`src/rtl/mem_arb_pkg.sv`:
```
// rtl/mem_arb_pkg.sv - shared types and default widths for the memory arbiter
package mem_arb_pkg;

   localparam int DEFAULT_ADDR_WIDTH = 32;
   localparam int DEFAULT_DATA_WIDTH = 32;
   localparam int DEFAULT_TIMEOUT    = 255;

   typedef enum logic [1:0] {
      IDLE      = 2'd0,
      GRANT_IF  = 2'd1,
      GRANT_MEM = 2'd2
   } state_t;

   typedef enum logic {
      OWNER_IF  = 1'b0,
      OWNER_MEM = 1'b1
   } owner_t;

endpackage

```
`src/rtl/mem_arb_watchdog.sv`:
```
// rtl/mem_arb_watchdog.sv - bus acknowledge watchdog, expires on the TIMEOUT-th grant cycle
module mem_arb_watchdog #(
   parameter int TIMEOUT = 255
) (
   input  logic clk,
   input  logic resetn,
   input  logic clear,
   input  logic enable,
   output logic expired
);

   localparam int CW = $clog2(TIMEOUT + 1);

   logic [CW-1:0] count;

   // count holds the number of grant cycles already elapsed, so the
   // current cycle is the TIMEOUT-th one when count reaches TIMEOUT-1
   assign expired = enable && (count == CW'(TIMEOUT - 1));

   always_ff @(posedge clk) begin
      if (!resetn) begin
         count <= '0;
      end else if (clear) begin
         count <= '0;
      end else if (enable && !expired) begin
         count <= count + CW'(1);
      end
   end

endmodule

```
`src/rtl/mem_arbiter.sv`:
```
// rtl/mem_arbiter.sv - IF/MEM to Wishbone arbiter; MEM_ARB_ROUND_ROBIN_EN selects round-robin arbitration
module mem_arbiter
   import mem_arb_pkg::*;
#(
   parameter int ADDR_WIDTH = DEFAULT_ADDR_WIDTH,
   parameter int DATA_WIDTH = DEFAULT_DATA_WIDTH,
   parameter int TIMEOUT    = DEFAULT_TIMEOUT
) (
   input  logic                    clk,
   input  logic                    reset,

   input  logic                    if_req,
   input  logic [ADDR_WIDTH-1:0]   if_addr,
   output logic [DATA_WIDTH-1:0]   if_rdata,
   output logic                    if_ack,
   output logic                    if_busy,

   input  logic                    mem_req,
   input  logic                    mem_we,
   input  logic [ADDR_WIDTH-1:0]   mem_addr,
   input  logic [DATA_WIDTH-1:0]   mem_wdata,
   input  logic [DATA_WIDTH/8-1:0] mem_sel,
   output logic [DATA_WIDTH-1:0]   mem_rdata,
   output logic                    mem_ack,
   output logic                    mem_busy,

   output logic                    wb_cyc_o,
   output logic                    wb_stb_o,
   output logic                    wb_we_o,
   output logic [ADDR_WIDTH-1:0]   wb_adr_o,
   output logic [DATA_WIDTH-1:0]   wb_dat_o,
   output logic [DATA_WIDTH/8-1:0] wb_sel_o,
   input  logic [DATA_WIDTH-1:0]   wb_dat_i,
   input  logic                    wb_ack_i,
   input  logic                    wb_err_i,

   output logic                    err
);

   state_t state;
   state_t next_state;

   logic elig_if;
   logic elig_mem;
   logic pick_if;
   logic pick_mem;
   logic grant_if;
   logic grant_mem;
   logic done;
   logic fail;
   logic in_grant;
   logic expired;

   assign if_busy  = if_req  & ~if_ack;
   assign mem_busy = mem_req & ~mem_ack;

   // a port whose ack is showing this cycle has already been served
   assign elig_if  = if_req  & ~if_ack;
   assign elig_mem = mem_req & ~mem_ack;

`ifdef MEM_ARB_ROUND_ROBIN_EN
   owner_t last_grant;

   always_comb begin
      pick_mem = elig_mem;
      pick_if  = elig_if & ~elig_mem;
      if (elig_if && elig_mem && (last_grant == OWNER_MEM)) begin
         pick_mem = 1'b0;
         pick_if  = 1'b1;
      end
   end

   always_ff @(posedge clk) begin
      if (!reset) begin
         last_grant <= OWNER_IF;
      end else if (grant_if) begin
         last_grant <= OWNER_IF;
      end else if (grant_mem) begin
         last_grant <= OWNER_MEM;
      end
   end
`else
   assign pick_mem = elig_mem;
   assign pick_if  = elig_if & ~elig_mem;
`endif

   assign in_grant = (state == GRANT_IF) || (state == GRANT_MEM);

   mem_arb_watchdog #(
      .TIMEOUT (TIMEOUT)
   ) u_watchdog (
      .clk     (clk),
      .resetn  (reset),
      .clear   (grant_if | grant_mem),
      .enable  (in_grant),
      .expired (expired)
   );

   always_ff @(posedge clk) begin
      if (!reset) begin
         state <= IDLE;
      end else begin
         state <= next_state;
      end
   end

   always_comb begin
      next_state = state;
      grant_if   = 1'b0;
      grant_mem  = 1'b0;
      done       = 1'b0;
      fail       = 1'b0;
      case (state)
         IDLE: begin
            if (pick_mem) begin
               grant_mem  = 1'b1;
               next_state = GRANT_MEM;
            end else if (pick_if) begin
               grant_if   = 1'b1;
               next_state = GRANT_IF;
            end
         end
         GRANT_IF, GRANT_MEM: begin
            // a real acknowledge beats a coincident error or timeout
            if (wb_ack_i) begin
               done       = 1'b1;
               next_state = IDLE;
            end else if (wb_err_i || expired) begin
               done       = 1'b1;
               fail       = 1'b1;
               next_state = IDLE;
            end
         end
         default: next_state = IDLE;
      endcase
   end

   always_ff @(posedge clk) begin
      if (!reset) begin
         wb_cyc_o  <= 1'b0;
         wb_stb_o  <= 1'b0;
         wb_we_o   <= 1'b0;
         wb_adr_o  <= '0;
         wb_dat_o  <= '0;
         wb_sel_o  <= '0;
         if_rdata  <= '0;
         mem_rdata <= '0;
         if_ack    <= 1'b0;
         mem_ack   <= 1'b0;
         err       <= 1'b0;
      end else begin
         if_ack  <= 1'b0;
         mem_ack <= 1'b0;
         err     <= 1'b0;
         if (grant_mem) begin
            wb_cyc_o <= 1'b1;
            wb_stb_o <= 1'b1;
            wb_we_o  <= mem_we;
            wb_adr_o <= mem_addr;
            wb_dat_o <= mem_wdata;
            wb_sel_o <= mem_sel;
         end else if (grant_if) begin
            wb_cyc_o <= 1'b1;
            wb_stb_o <= 1'b1;
            wb_we_o  <= 1'b0;
            wb_adr_o <= if_addr;
            wb_dat_o <= '0;
            wb_sel_o <= '1;
         end
         if (done) begin
            wb_cyc_o <= 1'b0;
            wb_stb_o <= 1'b0;
            err      <= fail;
            if (state == GRANT_IF) begin
               if_ack   <= 1'b1;
               if_rdata <= fail ? '0 : wb_dat_i;
            end else begin
               mem_ack   <= 1'b1;
               mem_rdata <= fail ? '0 : wb_dat_i;
            end
         end
      end
   end

endmodule

```
`config.mk`:
```
export PLATFORM = sky130hd
export DESIGN_NAME = mem_arbiter
export DESIGN_NICKNAME = d
export VERILOG_FILES = /design/src/rtl/mem_arb_pkg.sv /design/src/rtl/mem_arb_watchdog.sv /design/src/rtl/mem_arbiter.sv
export SDC_FILE = /design/constraint.sdc
export NUM_CORES = 1
export LEC_CHECK = 0
export BUFFER_PORTS_ARGS = -buffer_cell sky130_fd_sc_hd__buf_2
export CAP_MARGIN = 0
export CORE_AREA = 8 8 121 123
export DETAILED_ROUTE_END_ITERATION = 8
export DIE_AREA = 0 0 129 131
export PLACE_DENSITY_LB_ADDON = 0.2
export SKIP_LAST_GASP = 1
export SLEW_MARGIN = 20
export SYNTH_ARGS = -nofsm -noshare
export SYNTH_HDL_FRONTEND = slang
export SYNTH_SLANG_ARGS = --single-unit
```
`constraint.sdc`:
```
create_clock -name clk -period 2.1 [get_ports clk]
set_input_delay 0.21 -clock clk [delete_from_list [all_inputs] [get_ports clk]]
set_output_delay 0.21 -clock clk [all_outputs]
set_load 0.02 [all_outputs]
```
==> results of run 1 <==
-- routing by layer --
| metal | track usage | vias up | wire length [um] |
|---|---|---|---|
| met5 | 0 | - | 0 |
| li1 | - | 2871 | - |
| met1 | 0.248 | 2689 | 7680 |
| met4 | 0.102 | 0 | 517 |
| met3 | 0.0678 | 39 | 1500 |
| met2 | 0.356 | 248 | 9290 |
-- path summary, 6_finish.rpt --
path | slack [ns] | depth (start not counted) | to
max reg2reg | 0.16 | 7 | state[0]$_SDFFE_PN0P_
min | 0.02 | 2 | wb_dat_o[2]$_SDFFE_PN0P_
max | 0.16 | 7 | state[0]$_SDFFE_PN0P_
min reg2reg | 0.47 | 1 | wb_we_o$_SDFFE_PN0P_
-- registers in the layout, indices dropped and copies added (netlist names) --
| name | flops |
|---|---|
| wb_we_o | 1 |
| mem_ack | 1 |
| wb_dat_o | 32 |
| state | 2 |
| mem_rdata | 32 |
| wb_stb_o | 1 |
| wb_adr_o | 32 |
| u_watchdog.count | 8 |
| if_ack | 1 |
| err | 1 |
| if_rdata | 32 |
| wb_sel_o | 4 |
-- placed cells by master (no fill, tap or decap), types with 17 or more instances in the layout --
cell type and count:
a21oi_1 68, a22o_1 33, a311oi_1 32, buf_2 278
clkbuf_16 17, dfxtp_1 147, dlygate4sd3_1 27, nand2_1 35
nand3_1 99, nor2_1 42, o21ai_0 26, o21ai_1 39
-- power groups by stage --
| stage | Clock (uW) | Sequential [uW] | Combinational (uW) |
|---|---|---|---|
| floorplan | 0 | 3510 | 751 |
| global placement | 0 | 3220 | 1630 |
| detailed placement | 0 | 3220 | 1660 |
| CTS | 3130 | 3170 | 1700 |
| global route | 3260 | 3200 | 1840 |
| finish | 3080 | 3170 | 1700 |
-- what timing repair did --
action | in CTS | in global routing
endpoints found under the setup margin | 0 | 0
hold endpoints to repair | 26 | 1
hold buffers | 26 | 1
-- cell families (layout without fill, tap and decap cells) --
group	after synthesis	after routing	synth area share
AOI/OAI and AO/OA	213	213	0.245
xor gates and xnor gates	7	7	0.0108
adders and majority gates	4	4	0.00879
buffers and inverters	74	362	0.0629
DFF	147	147	0.517
other	0	1	0
and+or+nand+nor	193	193	0.156
-- final cells by class --
| cell class | count | area share |
|---|---|---|
| Timing Repair Buffer | 323 | 0.228 |
| Multi-Input combinational cell | 417 | 0.299 |
| Inverter | 7 | 0.00327 |
| Clock buffer | 19 | 0.0564 |
| Tap cell | 176 | 0.0274 |
| Antenna cell | 1 | 0.000311 |
| Sequential cell | 147 | 0.366 |
| Clock inverter | 13 | 0.0195 |
-- per-stage QoR --
step                hold slack, ns  power (uW)  cells  instance area [um^2]
floorplan                    0.336        4260    638                  5690
global placement             0.420        4850   1043                  7150
detailed placement           0.424        4890   1043                  7150
CTS                        0.00223        8010   1101                  8020
global route               0.00926        8300   1103                  8040
finish                      0.0195        7950   1103                  8040
==> impl_metrics.yaml, run 1 <==
global_route:
  grt_overflow: 0
  grt_use_total: 0.215
  grt_max_degree: 99
  antenna_found_initial: 1
  grt_pass1_wl_mm: 28.7
  grt_pass1_vias: 5777
setup_path:
  crit_type: "register to register"
  path_cells: "inv_1 -> ha_1 -> and3_1 -> buf_4 -> a2111o_1 -> o21a_1 -> nor3_1"
  end_kind: "register"
  arrival_ns: 2.28
  worstReg2RegStart: "u_watchdog.count[0]$_SDFFE_PP0P_"
  crit_start: "u_watchdog.count[0]$_SDFFE_PP0P_"
  critical-path-slowest-cell: "a2111o_1"
  cp-start-kind: "register"
  cp_top_family: "compound AO/OA/AOI/OAI gates"
  crit_fanout: 8
  slowest_delay_ns: 0.46
  required_ns: 2.44
  path_buf_inv: 2
timing:
  timing.final.crit_share: 0.922
  tightest_slew_ns: 0.603
  clock.fmax_mhz: 517
  slew_violations: 0
  rsz0062_at_grt: "false"
  tns_ns: 0
  relSlewSlack: 0.598
  final_hold_viol_count: 0
  min_period_ns: 1.94
  skew_ns: 0.0101
  setup_viol: 0
  setup_ws_ns: 0.165
synth:
  synth_cell_types: 36
  synth_most_common_cell: "dfxtp_1"
  postSynth.asyncResetShare: 0
  syn-cell-area_um2: 5690
  synth-seq-cells: 147
  synth_flop_cell: "dfxtp_1"
  syn_inst: 638
  synth_area_per_cell_um2: 8.92
  yosysWarnings: 0
  synth_top_area_cell: "dfxtp_1"
  synth_top_area_share: 0.517
  synth-edff-count: 0
  synth.top_cells.by_count: "147 x dfxtp_1, 99 x nand3_1, 68 x a21oi_1, 44 x nor2_1, 42 x clkbuf_1"
  syn-num-nets: 781
  synth_seq_area_share: 0.517
  synth_area_leaders: "dfxtp_1 52%, nand3_1 8.7%, a21oi_1 6.0%"
clocking:
  cts_root_buf: "clkbuf_16"
  numCtsBuffers: 17
  clockBufferDepth: 2
  cts_tree: "yes"
  cts.sinks: 147
  cts_setup_buffers: 0
  clock_latency_ns: 0.42
  ctsHtreeMaxLevel: 4
  clk_pin_slew_ns: 0.06
  ctsResizeCount: 0
floorplan:
  ioPinCount: 279
  core_area_um2: 12900
  die_h_um: 131
  die_area_um2: 16900
  start_util: 0.442
  row_count: 42
  die_x_um: 129
cells_and_area:
  synthToLayoutAreaGrowth_pct: 41.2
  nFillCells: 1066
  seq_area_um2: 2940
  final_core_util: 0.624
  drive_gt1_frac: 0.368
  nets: 1056
  multi_input_area_um2: 2400
detailed_routing:
  firstDrtPassIters: 5
  post-route-drc-count: 0
  final_antenna_net_count: 0
  vias_per_cell: 5.30
  drt-initial-drc-count: 456
  wl_mm: 19.0
  post_drt_wl_per_cell_um: 17.2
  vias: 5847
job:
  cap_violations: 0
hold_path:
  hold_path_class: "primary input to register"
  min_from: "mem_wdata[2]"
power:
  p_leak_uw: 0.00363
  power.share.combinational: 0.214
  p_seq_frac: 0.399
  intPower_uw: 5570
  power.density_nw_per_um2: 990
  switching_power_uw: 2390
  ir_drop_uv: 480
  clkPwrFrac: 0.387
  swShare: 0.300
placed_design:
  dp_hpwl_mm: 13.1
  gp_congestion: 0.903
  portBuffers: 278
  pre_cts_ws_ns: 0.167
status:
  status: "finished clean"
No activity file was read; power rests on OpenSTA's default activity.
==> run 2, diff against run 1 <==
--- a/config.mk
+++ b/config.mk
@@ -8,9 +8,10 @@
 export BUFFER_PORTS_ARGS = -buffer_cell sky130_fd_sc_hd__buf_2
 export CAP_MARGIN = 0
 export CORE_AREA = 8 8 121 123
+export CTS_BUF_LIST = sky130_fd_sc_hd__clkbuf_16
 export DETAILED_ROUTE_END_ITERATION = 8
 export DIE_AREA = 0 0 129 131
-export PLACE_DENSITY_LB_ADDON = 0.2
+export PLACE_DENSITY = 0.82
 export SKIP_LAST_GASP = 1
 export SLEW_MARGIN = 20
 export SYNTH_ARGS = -nofsm -noshare
==> run 2 against run 1 <==
Maximum frequency up 2.9%. Highest routed layer unchanged. Final cell count is 0.36% lower. Routed wire length increased by 3.8%. Setup slack better by 0.055 ns. Utilization fell by 0.19 points.
==> impl_metrics.yaml, run 2 (synthesis results as in run 1) <==
setup_path:
  r2r-end: "state[0]$_SDFFE_PN0P_"
  path_cells: "inv_1 -> ha_1 -> inv_1 -> a2111o_1 -> o21a_1 -> nor3_1"
  crit_fanout: 8
  critical-path-slowest-cell: "a2111o_1"
  crit_start: "state[0]$_SDFFE_PN0P_"
  end_kind: "register"
  crit_type: "register to register"
  reg2reg_depth: 6
  cp_top_family: "compound AO/OA/AOI/OAI gates"
  arrival_ns: 2.22
  worstReg2RegStart: "state[0]$_SDFFE_PN0P_"
  path_common_cell: "inv_1"
  slowest_delay_ns: 0.45
  path_buf_inv: 2
  required_ns: 2.44
  cp-start-kind: "register"
  rrSetupSlack_ns: 0.22
clocking:
  clk_pin_slew_ns: 0.06
  ctsHtreeMaxLevel: 4
  numCtsBuffers: 17
  ctsResizeCount: 0
  clockBufferDepth: 2
  cts_tree: "yes"
  cts_hold_buf: 18
  cts_root_buf: "clkbuf_16"
  cts_setup_buffers: 0
  clock_latency_ns: 0.41
  cts.sinks: 147
power:
  switching_power_uw: 2350
  swShare: 0.287
  power.density_nw_per_um2: 1020
  power.share.combinational: 0.209
  clkPwrFrac: 0.404
  ir_drop_uv: 538
  intPower_uw: 5840
  p_leak_uw: 0.00365
  p_seq_frac: 0.387
  finalPower_uw: 8200
detailed_routing:
  wl_mm: 19.7
  post_drt_wl_per_cell_um: 17.9
  vias_per_cell: 5.46
  final_antenna_net_count: 0
  firstDrtPassIters: 5
  drt-initial-drc-count: 545
  vias: 5999
  post-route-drc-count: 0
placed_design:
  dp_hpwl_mm: 13.6
  portBuffers: 278
  placed_cells: 1046
  gp_congestion: 0.881
floorplan:
  ioPinCount: 279
  die_area_um2: 16900
  start_util: 0.442
  row_count: 42
  core_area_um2: 12900
  die_x_um: 129
  die_h_um: 131
timing:
  timing.final.crit_share: 0.895
  clock.fmax_mhz: 532
  setup_viol: 0
  skew_ns: 0.00754
  min_period_ns: 1.88
  rsz0062_at_grt: "false"
  relSlewSlack: 0.584
  final_hold_viol_count: 0
  tns_ns: 0
  slew_violations: 0
  tightest_slew_ns: 0.624
hold_path:
  whs_path_depth: 2
  min_from: "mem_wdata[3]"
  whs_endpoint: "wb_dat_o[3]$_SDFFE_PN0P_"
  hold_path_class: "primary input to register"
cells_and_area:
  layout_common_cells: "278 x buf_2, 147 x dfxtp_1, 99 x nand3_1"
  final_cells: 1099
  synthToLayoutAreaGrowth_pct: 40.7
  drive_gt1_frac: 0.367
  final_common_cell: "buf_2"
  nets: 1050
  nFillCells: 1132
global_route:
  antenna_found_initial: 3
  grt_overflow: 0
  grt_pass1_wl_mm: 29.7
  grt_max_degree: 66
  grt_use_total: 0.225
  grt_pass1_vias: 5726
job:
  cap_violations: 0
status:
  status: "finished clean"
run 2: changes by cell type in the layout (fill, tap and decap cells not counted), sizes merged, moves of 3 or more:
cell         delta
dlygate4sd3     -9
buf             +3
clkinvlp        -5
bufinv          +3
run 2: area by class of cell:
type	count	area (um^2)	area share
flip-flops and latches	147	2940	0.367
multi-input cells	417	2400	0.300
repair buffers	317	1770	0.221
clock buffers	17	425	0.0531
clock inverters	15	221	0.0276
well taps	176	220	0.0275
inverters	7	26.3	0.00328
diodes	3	7.51	0.000937
run 2: through the flow:
step                utilization  cell area, um^2  setup WS [ns]  hold WS (ns)
detailed placement        0.557             7180          0.262         0.423
global placement          0.557             7180          0.362         0.419
CTS                       0.622             8000          0.237      0.000920
finish                    0.622             8010          0.220        0.0179
global route              0.622             8010         0.0768      0.000440
floorplan                     -             5690          0.330         0.336
run 2: how the worst max path moves through the flow:
stage	depth (start not counted)	slack [ns]	end
final	6	0.22	state[0]$_SDFFE_PN0P_
after global routing	6	0.08	state[0]$_SDFFE_PN0P_
after CTS	6	0.24	state[0]$_SDFFE_PN0P_
after detailed placement	6	0.26	state[0]$_SDFFE_PN0P_
after global placement	7	0.36	if_ack$_SDFF_PN0_
after floorplan	9	0.33	mem_rdata[10]$_SDFFE_PN0P_
run 2: per-layer routing:
| metal | track usage | wire (um) | up-vias |
|---|---|---|---|
| met1 | 0.250 | 7660 | 2792 |
| li1 | - | - | 2860 |
| met5 | 0 | 0 | - |
| met2 | 0.367 | 9590 | 279 |
| met3 | 0.0666 | 1530 | 68 |
| met4 | 0.154 | 928 | 0 |
run 2: power groups by stage:
stage                     clock (uW)  combinational [uW]  sequential, uW
after floorplan                    0                 751            3510
after global placement             0                1670            3210
after detailed placement           0                1680            3220
after CTS                       3360                1720            3170
after global routing            3510                1860            3200
final                           3310                1720            3170
==> run 3, diff against run 2 <==
--- a/config.mk
+++ b/config.mk
@@ -5,13 +5,15 @@
 export SDC_FILE = /design/constraint.sdc
 export NUM_CORES = 1
 export LEC_CHECK = 0
+export ABC_AREA = 1
 export BUFFER_PORTS_ARGS = -buffer_cell sky130_fd_sc_hd__buf_2
 export CAP_MARGIN = 0
-export CORE_AREA = 8 8 121 123
+export CORE_AREA = 8 8 125 127
 export CTS_BUF_LIST = sky130_fd_sc_hd__clkbuf_16
 export DETAILED_ROUTE_END_ITERATION = 8
-export DIE_AREA = 0 0 129 131
+export DIE_AREA = 0 0 133 135
 export PLACE_DENSITY = 0.82
+export SETUP_SLACK_MARGIN = 0.15
 export SKIP_LAST_GASP = 1
 export SLEW_MARGIN = 20
 export SYNTH_ARGS = -nofsm -noshare
==> run 3 against run 2 <==
Clock-buffer cell count stayed put. Total power is 0.84% lower. First-iteration DRC count is 35% lower. Setup slack better by 0.11 ns.
==> impl_metrics.yaml, run 3 <==
status:
  status: "finished clean"
floorplan:
  die_area_um2: 18000
  row_count: 43
  core_area_um2: 13600
  die_h_um: 135
  ioPinCount: 279
  die_x_um: 133
  start_util: 0.467
synth:
  synth_flop_cell: "dfxtp_1"
  synth_cell_types: 27
  synth_most_common_cell: "nand2_1"
  syn-num-nets: 1092
  synth_top_area_cell: "dfxtp_1"
  postSynth.asyncResetShare: 0
  synth_seq_area_share: 0.463
  synth-edff-count: 0
  synth-seq-cells: 147
  syn_inst: 949
  synth.top_cells.by_count: "380 x nand2_1, 147 x dfxtp_1, 145 x nor2_1, 79 x inv_1, 75 x a21oi_1"
  synth_area_per_cell_um2: 6.70
  yosysWarnings: 0
  syn-cell-area_um2: 6360
  synth_area_leaders: "dfxtp_1 46%, nand2_1 22%, nor2_1 8.6%"
  synth_top_area_share: 0.463
hold_path:
  whs_endpoint: "wb_dat_o[9]$_SDFFE_PN0P_"
  whs_path_depth: 3
  min_from: "mem_wdata[9]"
  hold_path_class: "primary input to register"
detailed_routing:
  post_drt_wl_per_cell_um: 13.9
  post-route-drc-count: 0
  final_antenna_net_count: 0
  vias: 6529
  vias_per_cell: 4.66
  wl_mm: 19.5
  drt-initial-drc-count: 355
  firstDrtPassIters: 6
timing:
  clock.fmax_mhz: 564
  timing.final.crit_share: 0.844
  relSlewSlack: 0.576
  tightest_slew_ns: 0.634
  tns_ns: 0
  slew_violations: 0
  skew_ns: 0.00942
  final_hold_viol_count: 0
  rsz0062_at_grt: "false"
  min_period_ns: 1.77
  setup_viol: 0
cells_and_area:
  drive_gt1_frac: 0.275
  layout_common_cells: "379 x nand2_1, 278 x buf_2, 147 x dfxtp_1"
  final_cells: 1401
  final_common_cell: "nand2_1"
  synthToLayoutAreaGrowth_pct: 33.3
  nets: 1350
setup_path:
  arrival_ns: 2.12
  required_ns: 2.45
  end_kind: "register"
  worstReg2RegStart: "u_watchdog.count[0]$_SDFFE_PP0P_"
  crit_fanout: 36
  r2r-end: "mem_rdata[20]$_SDFFE_PN0P_"
  cp-start-kind: "register"
  crit_type: "register to register"
  reg2reg_depth: 11
  rrSetupSlack_ns: 0.33
power:
  intPower_uw: 5430
  p_seq_frac: 0.400
  ir_drop_uv: 481
  p_leak_uw: 0.00461
  power.density_nw_per_um2: 958
  power.share.combinational: 0.258
  switching_power_uw: 2700
  swShare: 0.333
  clkPwrFrac: 0.342
clocking:
  cts_root_buf: "clkbuf_16"
  clock_latency_ns: 0.42
  cts.sinks: 147
  cts_setup_buffers: 0
  clk_pin_slew_ns: 0.06
  cts_hold_buf: 0
  ctsResizeCount: 0
  ctsHtreeMaxLevel: 4
  numCtsBuffers: 17
  clockBufferDepth: 2
  cts_tree: "yes"
global_route:
  grt_use_total: 0.206
  grt_max_degree: 66
  grt_pass1_vias: 6071
  grt_overflow: 0
  grt_pass1_wl_mm: 30.4
  antenna_found_initial: 0
placed_design:
  portBuffers: 278
  placed_cells: 1368
  dp_hpwl_mm: 14.1
  gp_congestion: 0.840
job:
  cap_violations: 0
## run 3: layer usage
metal	track usage	vias up	routed length, um
li1	-	3398	-
met1	0.236	2871	8280
met2	0.347	243	9290
met4	0.0707	0	211
met5	0	-	0
met3	0.0769	17	1720
## run 3: how the worst max path moves through the flow
stage | start | endpoint | slack, ns | cells past startpoint
finish | u_watchdog.count[0]$_SDFFE_PP0P_ | mem_rdata[20]$_SDFFE_PN0P_ | 0.33 | 11
global route | u_watchdog.count[0]$_SDFFE_PP0P_ | mem_rdata[20]$_SDFFE_PN0P_ | 0.15 | 11
CTS | u_watchdog.count[0]$_SDFFE_PP0P_ | mem_rdata[20]$_SDFFE_PN0P_ | 0.23 | 11
detailed placement | u_watchdog.count[0]$_SDFFE_PP0P_ | mem_rdata[17]$_SDFFE_PN0P_ | 0.25 | 10
global placement | u_watchdog.count[0]$_SDFFE_PP0P_ | mem_rdata[17]$_SDFFE_PN0P_ | 0.35 | 10
floorplan | state[0]$_SDFFE_PN0P_ | if_rdata[19]$_SDFFE_PN0P_ | 0.38 | 8
## run 3: area by class of cell
cell class | instances | area [um^2]
Fill cell | 1207 | 5130
Sequential cell | 147 | 2940
Multi-Input combinational cell | 663 | 2840
Timing Repair Buffer | 296 | 1610
Clock buffer | 17 | 425
Inverter | 82 | 312
Tap cell | 180 | 225
Clock inverter | 15 | 119
Antenna cell | 1 | 2.50
## run 3: metrics by stage
step / area, um^2 / utilization / setup WS [ns] / hold slack (ns) / power, uW
2_1_floorplan: 6360 / - / 0.379 / 0.358 / 4660
4_1_cts: 8460 / 0.622 / 0.231 / 0.0252 / 8170
6_report: 8480 / 0.623 / 0.328 / 0.0361 / 8130
3_3_place_gp: 7920 / 0.582 / 0.346 / 0.445 / 5360
5_1_grt: 8480 / 0.623 / 0.146 / 0.0245 / 8580
3_5_place_dp: 7920 / 0.582 / 0.255 / 0.450 / 5400
## run 3: power by group through the flow
stage	Clock [uW]	Sequential (uW)	Combinational, uW
2_1_floorplan	0	3650	1010
3_3_place_gp	0	3300	2060
4_1_cts	2820	3250	2100
6_report	2780	3250	2100
3_5_place_dp	0	3300	2090
5_1_grt	2970	3280	2320
## run 3: logic make-up after synthesis
group           after synthesis  synth area share
simple gates                540             0.326
flops                       147             0.463
buf+inv                     139            0.0950
compound gates              115             0.103
xor+xnor                      4           0.00551
fa+ha+maj                     4           0.00787
## run 3: worst max-delay path, cell delays in order, from the launching register on
cell and delay, ns:
dfxtp_1 0.33, inv_1 0.10, ha_1 0.15, nand2_1 0.05
nor2_1 0.14, nand3_2 0.13, nand3_2 0.15, nand3_4 0.18
buf_12 0.22, nand2_1 0.09, nand2_1 0.07, nor2_1 0.10
